**config.mk**
```make
export PLATFORM = sky130hd
export DESIGN_NAME = mem_access_stage
export DESIGN_NICKNAME = d
export VERILOG_FILES = /design/src/rtl/mem_access_stage.sv
export SDC_FILE = /design/constraint.sdc
export NUM_CORES = 1
export LEC_CHECK = 0
export CAP_MARGIN = 10
export CORE_MARGIN = 5
export CORE_UTILIZATION = 45
export DETAILED_ROUTE_END_ITERATION = 8
export DONT_BUFFER_PORTS = 1
export GPL_ROUTABILITY_DRIVEN = 0
export PLACE_DENSITY = 0.63
export SYNTH_ARGS = -nofsm -noshare
export SYNTH_HDL_FRONTEND = slang
export SYNTH_SLANG_ARGS = --single-unit
export TNS_END_PERCENT = 5
```
**constraint.sdc**
```tcl
create_clock -name clk -period 4.2 [get_ports clk]
set_input_delay 0.63 -clock clk [delete_from_list [all_inputs] [get_ports clk]]
set_output_delay 0.63 -clock clk [all_outputs]
set_load 0.05 [all_outputs]
```
**src/rtl/mem_access_stage.sv**
```systemverilog
// Memory-stage load/store unit: turns pipeline loads/stores into req/gnt/rvalid bus transactions.
// Optional MEM_MISALIGN_TRAP_EN: misaligned halfword/word accesses raise MisalignM instead of a request.
module mem_access_stage (
    input  logic        clk,
    input  logic        rst_n,
    input  logic        MemReadM,
    input  logic        MemWriteM,
    input  logic [2:0]  Funct3M,
    input  logic [31:0] ALUResultM,
    input  logic [31:0] WriteDataM,
    output logic [31:0] RdataM,
    output logic        StallM,
    output logic        dmem_req,
    output logic        dmem_we,
    output logic [31:0] dmem_addr,
    output logic [3:0]  dmem_be,
    output logic [31:0] dmem_wdata,
    input  logic        dmem_gnt,
    input  logic        dmem_rvalid,
    input  logic [31:0] dmem_rdata
`ifdef MEM_MISALIGN_TRAP_EN
    ,
    output logic        MisalignM
`endif
);

    // state | meaning
    // IDLE  | request driven combinationally from pipeline inputs
    // REQ   | request held from registers until dmem_gnt
    // RESP  | load granted, waiting for dmem_rvalid
    typedef enum logic [1:0] {IDLE = 2'd0, REQ = 2'd1, RESP = 2'd2} state_t;

    state_t      state_q, state_d;
    logic        we_q;
    logic [31:0] addr_q, wdata_q;
    logic [3:0]  be_q;
    logic [1:0]  off_q;
    logic [2:0]  funct3_q;

    logic        in_acc, in_we, is_byte, is_half, mis, issue, latch;
    logic [1:0]  off;
    logic [3:0]  in_be;
    logic [31:0] in_addr, in_wdata;
    logic [7:0]  byte_sel;
    logic [15:0] half_sel;
    logic [31:0] load_data;

    assign off = ALUResultM[1:0];

    always_comb begin
        in_acc = MemReadM | MemWriteM;
        in_we  = MemWriteM;
        // Stores only honour their own codes; loads share width with their unsigned variants.
        if (MemWriteM) begin
            is_byte = (Funct3M == 3'b000);
            is_half = (Funct3M == 3'b001);
        end else begin
            is_byte = (Funct3M[1:0] == 2'b00);
            is_half = (Funct3M[1:0] == 2'b01);
        end
        in_addr = {ALUResultM[31:2], 2'b00};
        if (is_byte) begin
            in_be    = 4'b0001 << off;
            in_wdata = {4{WriteDataM[7:0]}};
        end else if (is_half) begin
            in_be    = 4'b0011 << {off[1], 1'b0};
            in_wdata = {2{WriteDataM[15:0]}};
        end else begin
            in_be    = 4'b1111;
            in_wdata = WriteDataM;
        end
`ifdef MEM_MISALIGN_TRAP_EN
        mis = in_acc & ((is_half & off[0]) | (~is_byte & ~is_half & (off != 2'b00)));
`else
        mis = 1'b0;
`endif
        issue = in_acc & ~mis;
    end

    always_comb begin
        case (off_q)
            2'd0:    byte_sel = dmem_rdata[7:0];
            2'd1:    byte_sel = dmem_rdata[15:8];
            2'd2:    byte_sel = dmem_rdata[23:16];
            default: byte_sel = dmem_rdata[31:24];
        endcase
        half_sel = off_q[1] ? dmem_rdata[31:16] : dmem_rdata[15:0];
        case (funct3_q)
            3'b000:  load_data = {{24{byte_sel[7]}}, byte_sel};
            3'b100:  load_data = {24'b0, byte_sel};
            3'b001:  load_data = {{16{half_sel[15]}}, half_sel};
            3'b101:  load_data = {16'b0, half_sel};
            default: load_data = dmem_rdata;
        endcase
    end

    always_comb begin
        state_d    = state_q;
        latch      = 1'b0;
        dmem_req   = 1'b0;
        dmem_we    = we_q;
        dmem_addr  = addr_q;
        dmem_be    = be_q;
        dmem_wdata = wdata_q;
        StallM     = 1'b0;
        RdataM     = '0;
        case (state_q)
            IDLE: begin
                dmem_req   = issue;
                dmem_we    = in_we;
                dmem_addr  = in_addr;
                dmem_be    = in_be;
                dmem_wdata = in_wdata;
                if (issue) begin
                    if (dmem_gnt) begin
                        StallM = ~in_we;
                        if (!in_we) begin
                            state_d = RESP;
                            latch   = 1'b1;
                        end
                    end else begin
                        StallM  = 1'b1;
                        state_d = REQ;
                        latch   = 1'b1;
                    end
                end
            end
            REQ: begin
                dmem_req = 1'b1;
                StallM   = ~(dmem_gnt & we_q);
                if (dmem_gnt) state_d = we_q ? IDLE : RESP;
            end
            RESP: begin
                StallM = ~dmem_rvalid;
                if (dmem_rvalid) begin
                    state_d = IDLE;
                    RdataM  = load_data;
                end
            end
            default: state_d = IDLE;
        endcase
    end

`ifdef MEM_MISALIGN_TRAP_EN
    assign MisalignM = (state_q == IDLE) & mis;
`endif

    always_ff @(posedge clk or negedge rst_n) begin
        if (!rst_n) begin
            state_q  <= IDLE;
            we_q     <= 1'b0;
            addr_q   <= '0;
            be_q     <= '0;
            wdata_q  <= '0;
            off_q    <= '0;
            funct3_q <= '0;
        end else begin
            state_q <= state_d;
            if (latch) begin
                we_q     <= in_we;
                addr_q   <= in_addr;
                be_q     <= in_be;
                wdata_q  <= in_wdata;
                off_q    <= off;
                funct3_q <= Funct3M;
            end
        end
    end

endmodule

```
==> flow_metrics.env <==
export IMPL_grt_max_degree=75
export IMPL_cp_data_arrival_time_ns=2.53
export IMPL_die_w_um=114
export IMPL_via_per_inst=5.64
export IMPL_postRouteAntennaNets=0
export IMPL_final_common_cell="nand2_1"
export IMPL_overflow=0
export IMPL_hpwl_um=9720
export IMPL_start_util_pct=45.4
export IMPL_run_status="completed"
export IMPL_dp_cells=674
export IMPL_required_ns=3.57
export IMPL_track_usage_pct=20.0
export IMPL_ctsResizeCount=0
export IMPL_period_share_pct=75.3
export IMPL_grt_pass1_wl_um=20900
export IMPL_route_detailed_drc=0
export IMPL_worst_path_largest_cell_delay_ns=0.97
export IMPL_area_growth_pct=7.77
export IMPL_die_h_um=114
export IMPL_slew_violations=0
export IMPL_ir_worst_vdd_mv=0.378
export IMPL_ys_seq_elements=74
export IMPL_worstSetupEndpointType="output port"
export IMPL_fmax_mhz=316
export IMPL_relSlewSlack_pct=16.5
export IMPL_drtIter0Drc=275
export IMPL_synth_cell_types=38
export IMPL_drive_gt1_share_pct=13.1
export IMPL_path_max_fanout=20
export IMPL_post_cts_buffers=0
export IMPL_finalHoldViolations=0
export IMPL_finalNetCount=651
export IMPL_start_kind="flip-flop"
export IMPL_ios=208
export IMPL_firstDrtPassIters=5
export IMPL_critical_path_class="flip-flop to output port"
export IMPL_hold_class="input pin to async pin"
export IMPL_cts_tree="yes"
export IMPL_vias=3889
export IMPL_syn_area_um2=4880
export IMPL_path_clk_slew_ns=0.09
export IMPL_fin_cells=690
export IMPL_layout_common_cells="nand2_1, dfrtp_1, mux2i_1"
export IMPL_synth_ff_type="dfrtp_1"
export IMPL_fin_crit_ns=3.16
export IMPL_powerDensity_nw_per_um2=781
export IMPL_grt_pass1_vias=3986
export IMPL_die_area_um2=13000
export IMPL_core_area_um2=10700
export IMPL_yosys_warnings=0
export IMPL_htreeDepth=3
export IMPL_antenna_found_initial=0
export IMPL_drv_cap=0
export IMPL_tns_ns=0
export IMPL_slowest_stage="a211oi_2"
export IMPL_worstSkewPairLatency_ns=0.35
export IMPL_cts_buffers=9
export IMPL_synthCells=551
export IMPL_setup_viol=0
export IMPL_antenna_cells=0
export IMPL_async_flop_share_pct=100
export IMPL_path_cells="nand3_1 -> a211oi_2"
export IMPL_cts_sinks=74
export IMPL_synth_edf_count=0
export IMPL_p_leak_nw=2.42
export IMPL_grt_setup_unrepaired="false"
export IMPL_cts_root_buffer="clkbuf_8"
export IMPL_max_slew_worst_pin_slew_ns=1.25
export IMPL_synth_seq_area_share_pct=38.0
export IMPL_avgSynthCellArea_um2=8.85
export IMPL_portBuffers=0
export IMPL_post_drt_wl_per_cell_um=19.2
export IMPL_postCtsHoldBufs=1
export IMPL_finClkSkew_ns=0.0113
export IMPL_rows=38
export IMPL_routed_wl_um=13300
export IMPL_clock_path_buffers=2
==> through the flow <==
stage | hold slack, ns | power, mW | utilization [%] | instance area [um^2] | worst slack [ns]
2_1_floorplan | 0.334 | 3.30 | - | 4880 | 0.315
3_3_place_gp | 0.336 | 3.55 | 47.0 | 5050 | 1.31
3_5_place_dp | 0.336 | 3.61 | 47.0 | 5050 | 1.26
4_1_cts | 0.163 | 4.15 | 48.9 | 5260 | 1.03
5_1_grt | 0.172 | 4.36 | 48.9 | 5260 | 0.853
6_report | 0.164 | 4.11 | 48.9 | 5260 | 1.04
==> worst max-delay path: cells and delay by family (launching register included) <==
family	cells	cell delay, ns
compound gates	1	0.97
flops	1	0.57
simple gates	1	0.64
==> area by class of cell <==
type                            instances  area, um^2
Multi-Input combinational cell        408        2740
Inverter                               28         105
Clock inverter                          5        40.0
Tap cell                              140         175
Timing Repair Buffer                   25         208
Fill cell                            1029        5490
Sequential cell                        74        1850
Clock buffer                           10         138
==> power by group <==
part           internal [mW]  total [mW]  switching (mW)
logic                  0.531        2.38            1.85
clock network          0.230       0.505           0.274
registers               1.01        1.22           0.211
==> cells by family (layout without fill, tap and decap cells) <==
kind of cell    count (synthesis)  in the layout  synth area share [%]
mux                           122            122                  26.9
flops                          74             74                  38.0
simple gates                  213            213                  18.7
other cells                     1              2                0.0769
compound gates                 71             71                  9.75
buf+inv                        70             68                  6.62
==> per-layer routing <==
metal  up-vias  part of all wire (%)  GRT usage (%)
met5         -                     0              0
li1       1858                     -              -
met2       155                    49           34.2
met1      1862                    39           23.8
met4         0                   1.1           5.54
met3        14                    11           7.03
==> Yosys cell counts (2+ instances only) <==
master,count,area (um^2)
a31oi_1,19,119
a211oi_1,2,15.0
o311a_1,5,50.1
o31ai_1,2,15.0
a21oi_1,3,15.0
inv_1,28,105
nor3b_1,2,15.0
o22ai_1,2,12.5
mux2i_1,59,591
mux2_1,45,507
nand2_1,158,593
mux2_2,17,191
nand2b_1,10,62.6
nand3b_1,2,15.0
clkbuf_1,18,67.6
dfrtp_1,74,1850
o221a_2,5,56.3
nand3_1,9,45.0
nor2_1,8,30.0
o21ai_0,28,140
buf_2,12,60.1
nor3_1,5,25.0
nor2b_1,14,87.6
buf_4,10,75.1
==> sequential cells by signal, summed over array words and instances, names as in the netlist <==
| register | flops |
|---|---|
| addr_q | 30 |
| be_q | 4 |
| funct3_q | 3 |
| off_q | 2 |
| state_q | 2 |
| wdata_q | 32 |
| we_q | 1 |
==> path summary, 6_finish.rpt <==
kind	start	end	slack [ns]	cells after the start
setup / recovery	state_q[1]	RdataM[1]	1.04	2
hold / removal	rst_n	wdata_q[21]	0.16	1
setup reg to reg	state_q[1]	addr_q[22]	1.60	3
hold reg to reg	addr_q[15]	addr_q[15]	0.49	1
max in group asynchronous	rst_n	wdata_q[26]	3.73	1
min in group clk	dmem_gnt	state_q[0]	0.36	1
(Power assumes the default switching activity.)
